## config.mk

```make
export PLATFORM = sky130hd
export DESIGN_NAME = decoder_2x4_pulse
export DESIGN_NICKNAME = d
export VERILOG_FILES = /design/src/rtl/enc_dec_pkg.sv /design/src/rtl/decoder_2x4_pulse_pulse_timer.sv /design/src/rtl/decoder_2x4_pulse.sv
export SDC_FILE = /design/constraint.sdc
export NUM_CORES = 1
export LEC_CHECK = 0
export ABC_AREA = 0
export ABC_CLOCK_PERIOD_IN_PS = 1900
export CAP_MARGIN = 25
export CORE_ASPECT_RATIO = 0.9
export CORE_MARGIN = 1
export CORE_UTILIZATION = 51
export DETAILED_ROUTE_END_ITERATION = 16
export PLACE_DENSITY_LB_ADDON = 0.2
export REMOVE_ABC_BUFFERS = 1
export SYNTH_ARGS = -nofsm -noshare
export SYNTH_HDL_FRONTEND = slang
export SYNTH_SLANG_ARGS = --single-unit
```

## constraint.sdc

```tcl
create_clock -name clk -period 1.9 [get_ports clk]
set_clock_uncertainty 0.15 [all_clocks]
set_input_delay 0.475 -clock clk [delete_from_list [all_inputs] [get_ports clk]]
set_output_delay 0.475 -clock clk [all_outputs]
set_load 0.01 [all_outputs]
```

## src/rtl/enc_dec_pkg.sv

```systemverilog
// Shared types and helpers for the encoded-index pulse decoder.
// The one-hot helper is sized for the widest supported index (8 bits).
package enc_dec_pkg;

   localparam int N_DEF     = 2;
   localparam int MAX_LINES = 256;

   typedef enum logic [1:0] {
      IDLE  = 2'd0,
      PULSE = 2'd1,
      GAP   = 2'd2
   } state_t;

   function automatic logic [MAX_LINES-1:0] onehot(input logic [7:0] code);
      return {{(MAX_LINES-1){1'b0}}, 1'b1} << code;
   endfunction

endpackage

```

## src/rtl/decoder_2x4_pulse_pulse_timer.sv

```systemverilog
// Loadable 8-bit down-counter with zero flag; times both the pulse and the gap.
module pulse_timer (
   input  logic       clk,
   input  logic       rst,
   input  logic       i_load,
   input  logic [7:0] i_load_val,
   input  logic       i_dec,
   output logic       o_zero
);

   logic [7:0] r_cnt;

   always_ff @(posedge clk or posedge rst) begin
      if (rst)
         r_cnt <= 8'd0;
      else if (i_load)
         r_cnt <= i_load_val;
      else if (i_dec && (r_cnt != 8'd0))
         r_cnt <= r_cnt - 8'd1;
   end

   assign o_zero = (r_cnt == 8'd0);

endmodule

```

## src/rtl/decoder_2x4_pulse.sv

```systemverilog
// Turns an accepted encoded index into a fixed-length one-hot pulse, with
// an optional idle gap, a sticky hit vector and a saturating accept count.
module decoder_2x4_pulse
   import enc_dec_pkg::*;
#(
   parameter int N         = N_DEF,
   parameter int PULSE_LEN = 3,
   parameter int GAP_LEN   = 1,
   parameter int CNT_W     = 8
) (
   input  logic              clk,
   input  logic              rst,
   input  logic              in_valid,
   input  logic [N-1:0]      in_code,
   output logic              in_ready,
   output logic [2**N-1:0]   dout,
   output logic              busy,
   output logic [2**N-1:0]   hit,
   input  logic              hit_clr,
   output logic [CNT_W-1:0]  acc_cnt
);

   localparam int         LINES    = 2**N;
   localparam logic [7:0] PULSE_LD = 8'(PULSE_LEN - 1);
   localparam logic [7:0] GAP_LD   = (GAP_LEN > 0) ? 8'(GAP_LEN - 1) : 8'd0;

   state_t             r_state;
   state_t             w_state_nxt;
   logic [N-1:0]       r_code;
   logic [LINES-1:0]   r_dout;
   logic [LINES-1:0]   r_hit;
   logic [LINES-1:0]   w_oh_in;
   logic               r_busy;
   logic [CNT_W-1:0]   r_acc;
   logic               w_accept;
   logic               w_load;
   logic [7:0]         w_load_val;
   logic               w_zero;

   assign w_accept = in_valid && (r_state == IDLE);
   assign w_oh_in  = LINES'(onehot(8'(in_code)));

   pulse_timer u_timer (
      .clk        (clk),
      .rst        (rst),
      .i_load     (w_load),
      .i_load_val (w_load_val),
      .i_dec      (r_state != IDLE),
      .o_zero     (w_zero)
   );

   always_ff @(posedge clk or posedge rst) begin
      if (rst)
         r_state <= IDLE;
      else
         r_state <= w_state_nxt;
   end

   always_comb begin
      w_state_nxt = r_state;
      w_load      = 1'b0;
      w_load_val  = PULSE_LD;
      case (r_state)
         IDLE: begin
            if (in_valid) begin
               w_state_nxt = PULSE;
               w_load      = 1'b1;
               w_load_val  = PULSE_LD;
            end
         end
         PULSE: begin
            if (w_zero) begin
               if (GAP_LEN > 0) begin
                  w_state_nxt = GAP;
                  w_load      = 1'b1;
                  w_load_val  = GAP_LD;
               end else begin
                  w_state_nxt = IDLE;
               end
            end
         end
         GAP: begin
            if (w_zero)
               w_state_nxt = IDLE;
         end
         default: w_state_nxt = IDLE;
      endcase
   end

   // in_code is only looked at on an accept, so X on an idle bus never reaches a register
   always_ff @(posedge clk or posedge rst) begin
      if (rst) begin
         r_code <= '0;
         r_dout <= '0;
         r_busy <= 1'b0;
         r_hit  <= '0;
         r_acc  <= '0;
      end else begin
         r_busy <= (w_state_nxt != IDLE);
         if (w_accept) begin
            r_code <= in_code;
            r_dout <= w_oh_in;
            r_hit  <= (hit_clr ? '0 : r_hit) | w_oh_in;
            if (r_acc != {CNT_W{1'b1}})
               r_acc <= r_acc + 1'b1;
         end else begin
            r_dout <= (w_state_nxt == PULSE) ? r_dout : '0;
            if (hit_clr)
               r_hit <= '0;
         end
      end
   end

   assign in_ready = (r_state == IDLE);
   assign dout     = r_dout;
   assign busy     = r_busy;
   assign hit      = r_hit;
   assign acc_cnt  = r_acc;

endmodule

```

* After elaboration in Yosys (flattened, before gate mapping)
Index checks and enable logic that the tools add are counted.
** Word-level totals
- Register bits :: 27
- Latch bits :: 0
- Memory bits (writable) :: 0
- ROM bits :: 0
- Bits of input ports :: 6
- Memories kept :: 0
** Cells by class
- Add/sub/neg operators :: 2
- $mul :: 0
- Divide/modulo/power cells :: 0
- Magnitude comparators :: 0
- Eq/ne operators :: 5
- Shift operators :: 1
- Mux-type cells :: 15
- Bitwise gates (word level) :: 1
- Reduce and logical (&&, ||, !) cells :: 9
** Operators with widths (count)
- $mux W4 :: 4
- $mux W8 :: 2
- $mux W2 :: 5
- $add A8 B1 Y8 const B :: 1
- $logic_not A8 Y1 :: 1
- $ne A8 B8 Y1 const B :: 1
- $reduce_bool A8 Y1 :: 1
- $sub A8 B1 Y8 const B :: 1
- $pmux W2 S3 :: 1
- $reduce_bool A2 Y1 :: 3
- $eq A2 B1 Y1 const B :: 2
- $or A4 B4 Y4 :: 1
- $shl A1 B2 Y4 const A :: 1
- $eq A2 B2 Y1 const B :: 1
- $logic_and A1 B1 Y1 :: 2
- $logic_not A2 Y1 :: 1
- $mux W1 :: 2
- $ne A2 B2 Y1 const B :: 1
- $pmux W1 S2 :: 1
- $reduce_and A2 Y1 :: 1

* Longest topological paths before layout
Gate-level depths: netlist of the first run.
- Word-level depth :: 6
- Gate-level depth with buffers :: 6
- Gate-level depth less buffers :: 6

* Cells and area by module
Synthesis of the first run repeated with hierarchy kept, for this count alone.
** Unflattened totals
- Cells, all modules :: 135
- Area, all modules :: 1381.3 µm²
** By module, submodules not included
- decoder_2x4_pulse :: times used 1, cells each 82, area an instance 885.8 µm²
- pulse_timer :: times used 1, cells each 53, area an instance 495.5 µm²

* Least setup slack after synthesis of the first run
Ideal clock, no wire load.
- Kind :: reg2reg
- Start :: register u_timer.r_cnt[0]
- End :: register u_timer.r_cnt[0]
- Arrival :: 1.501 ns
- Required time :: 1.625 ns
- Setup slack :: 0.123 ns
- Cell stages (with the launch flop) :: 7
- Buffers on the path :: 0
- Cell sequence :: dfrtp_1 -> inv_1 -> ha_1 -> nor3b_4 -> nand2_1 -> o21ai_4 -> nor2_1
** Between the ends
- Cells in the longest elaborated chain, start to end :: 4
- Elaborated cells on any way between the ends :: 9
- Classes of those cells :: add/sub: 1; mux: 4; reduce/logical: 4
** Ends and longest elaborated chain
- start, declared :: line decoder_2x4_pulse_pulse_timer.sv:11 : logic [7:0] r_cnt;
- start signal, assigned :: line decoder_2x4_pulse_pulse_timer.sv:17 : r_cnt <= i_load_val;
- start signal, assigned :: line decoder_2x4_pulse_pulse_timer.sv:19 : r_cnt <= r_cnt - 8'd1;
- branches (longest 4 deep; another with $sub A8 B1 Y8)
Several ways; the timed one is not identified. The select of a mux whose other input is x is not followed.
A chain may end at the register's enable or synchronous reset.

* Worst setup path after layout of the first run
- Start :: register r_acc[0], in the netlist acc_cnt[0]
- End :: output acc_cnt[0]
** RTL lines
- start, declared :: line decoder_2x4_pulse.sv:34 : logic [CNT_W-1:0] r_acc;
- start signal, assigned :: line decoder_2x4_pulse.sv:105 : r_acc <= r_acc + 1'b1;
- end, declared :: line decoder_2x4_pulse.sv:20 : output logic [CNT_W-1:0] acc_cnt
No word-level cell between the ends.

==> impl_results.md, run 1 <==
* Synth Flop Type: dfrtp_1
* CP Data Required Time at 1.27 ns
* CP Capture Type: output port
* Fillers at 167
* Reg2reg end: u_timer.r_cnt[5]$_DFFE_PP0P_
* Syn Inst Count at 120
* Die area at 2800 sq um
* RSZ-0062 raised after global routing: no
* Initial Utilization at 0.540
* Cts bufs inserted at 3
* Detail Route Antenna Nets at 0
* IO Port Bufs at 23
* Crit start category: register
* Pins Over Slew Limit at 0
* Async SR Flop Fraction at 1.00
* Vias in the first global route at 1152
* First-pass GRT wire length at 5140 microns
* Top cell type's share of synthesized area at 0.511
* Area Overhead vs Synth at 38.5%
* Reg clk slew, reported paths at 0.15 ns
* Slowest CP cell: clkdlybuf4s50_1
* Top Family by Delay on Critical Path: buffers and inverters
* Dpl cells at 186
* EDFF count, synth at 0
* Grt ovf at 0
* Register area share after synthesis at 0.511
* Setup CP Type: register to output port
* Die width at 55.7 microns
* DP Wirelength at 1940 microns
* Min-delay worst type: input port to asynchronous set/reset pin
* H-tree depth at 1
* Pwr Density at 1550 nW/um^2
* Total Routed Length at 3000 microns
* Reg2reg start: u_timer.r_cnt[0]$_DFFE_PP0P_
* Share of cells above drive strength 1 at 0.240
* CTS Hold Bufs at 0
* Final Hold Viols at 0
* Max Freq at 541 MHz
* Yosys warning total at 0
* Skew-Pair Late Insertion Delay at 0.33 ns
* Global Route Usage Sum at 0.236
* Slowest stage delay, CP at 0.53 ns
* Mapped cell area at 1320 sq um
* Top-Level Pins at 24
* Reg2Reg Depth at 5
* Row count at 17
* Via-per-instance ratio at 5.42
* Routed len/inst at 15.1 microns
* Syn_area_per_cell at 11.0 sq um
* Worst IR Drop VDD at 1.22 mV
* Worst path cell trace: clkdlybuf4s50_1
* Initial DRT Pass Iterations at 4
* Final setup violation count at 0
* Area contributors post-synth: dfrtp_1 51%, xnor2_1 6.0%, o21ai_0 3.0%
* Non-Filler Instances at 199
* WP buf/inv at 1
* Worst R2R Setup Slack at 0.12 ns
* Seq cells post-synth at 27
* Clock sinks at 27
* Arr. time, crit path at 1.22 ns
* Largest net degree at the start of global routing at 28
* Via count at 1078
* Die H at 50.3 microns
* Status: complete, no violations
* Fin nets at 181
* Most frequent cells in the layout: 27 x dfrtp_1, 25 x buf_4, 12 x dlymetal6s2s_1
* Starting DRT DRC Count at 32
* Diode count at 0
* Post-synth top area cell: dfrtp_1
* Max FO, Critical Path at 2
* Drt drc at 0
* Clock tree buffer depth at 2
* Relative slew slack at 0.727
* Worst slew pin tran at 0.408 ns
* Initial antenna violation count at 0
* Routability cong. at 0.793
* Commonest non-fill, non-tap cell in the layout: dfrtp_1
* TritonCTS clock tree: yes
* Root buf cell: clkbuf_4
* LEAKAGE at 1.02 nW
* Maxcap violations at 0
* Crit path time final at 1.85 ns
* Unique cell type count in the Yosys netlist at 33
* Core box area at 2450 sq um
* Period utilization at 0.974
* Final core utilization at 0.748
[worst register-to-register path, delay by kind of cell, from the launching register on]
family                    cells  cell delay [ns]
and+or+nand+nor               2             0.48
DFF                           1             0.41
AOI/OAI and AO/OA             1             0.35
xor gates and xnor gates      1             0.16
buffers and inverters         1             0.14
[timing repair]
action                                  in CTS  in global routing
gates resized for setup                      4                 14
endpoints found under the setup margin      10                 20
buffers inserted                             8                  1
pin swaps                                    0                  2
[kinds of logic (layout without fill, tap and decap cells)]
kind of cell,Yosys count,count (layout),synth area share
simple gates,41,41,0.197
flops,27,27,0.511
compound gates,26,26,0.144
xor+xnor,11,11,0.0729
buf+inv,10,61,0.0294
fa+ha+maj,3,3,0.0284
mux,2,2,0.0170
[state kept, by name, summed over array words and instances (netlist names)]
signal	flops
acc_cnt	8
busy	1
dout	4
hit	4
r_state	2
u_timer.r_cnt	8
[layer usage]
metal	vias to the layer above	wire length [microns]	track usage
li1	526	-	-
met1	518	1360	0.297
met2	28	1490	0.422
met3	6	117	0.0541
met4	0	26	0.0417
met5	-	0	0
[worst max-delay path by stage]
stage	from	end	slack, ns	cells after the start
floorplan	in_valid	acc_cnt[1]$_DFFE_PP0P_	-0.16	3
global placement	in_valid	acc_cnt[7]$_DFFE_PP0P_	-0.28	5
detailed placement	in_valid	acc_cnt[5]$_DFFE_PP0P_	-0.33	6
CTS	acc_cnt[2]$_DFFE_PP0P_	acc_cnt[2]	0.01	1
global route	acc_cnt[0]$_DFFE_PP0P_	acc_cnt[0]	0.003	1
finish	acc_cnt[0]$_DFFE_PP0P_	acc_cnt[0]	0.05	1
[cell usage after synthesis, types with 2 or more instances]
cell type  instances
nand2_1           10
a31oi_1            3
nand3_1            3
o21ai_0            8
and3_1             3
inv_1              9
nor2_1             9
dfrtp_1           27
or2_2              2
nand3b_1           2
nand2b_1           2
a211oi_1           3
xor2_1             2
ha_1               3
mux2_2             2
xnor2_1            9
a21oi_1            5
nand4_1            3
[report_power, final]
group,switching [mW],internal (mW)
registers,0.142,0.773
logic,0.819,0.843
clock network,0.173,0.0824
total,1.13,1.70
[per-stage QoR]
| stage | TNS [ns] | hold slack (ns) | power (mW) | worst slack, ns | instance area, sq um |
|---|---|---|---|---|---|
| final | 0 | 0.334 | 2.83 | 0.0501 | 1830 |
| after detailed placement | -2.42 | 0.317 | 2.51 | -0.333 | 1700 |
| after global routing | 0 | 0.370 | 3.05 | 0.00301 | 1830 |
| after CTS | 0 | 0.330 | 2.84 | 0.0105 | 1780 |
| after global placement | -2.17 | 0.312 | 2.46 | -0.278 | 1700 |
| after floorplan | -0.182 | 0.365 | 1.81 | -0.155 | 1320 |
[cell type report]
cell class                      instances  area (sq um)  area share
Timing Repair Buffer                   48           443       0.242
Tap cell                               28          35.0      0.0191
Multi-Input combinational cell         83           617       0.337
Sequential cell                        27           676       0.369
Clock buffer                            4          26.3      0.0144
Inverter                                9          33.8      0.0185
Power figures use the tool's default switching activity.
==> run 2: changes to the inputs <==
--- a/config.mk
+++ b/config.mk
@@ -14,6 +14,7 @@
 export DETAILED_ROUTE_END_ITERATION = 16
 export PLACE_DENSITY_LB_ADDON = 0.2
 export REMOVE_ABC_BUFFERS = 1
+export SLEW_MARGIN = 20
 export SYNTH_ARGS = -nofsm -noshare
 export SYNTH_HDL_FRONTEND = slang
 export SYNTH_SLANG_ARGS = --single-unit
==> results of run 2 <==
No change in the layout: final DEF, timing and power equal those of run 1.
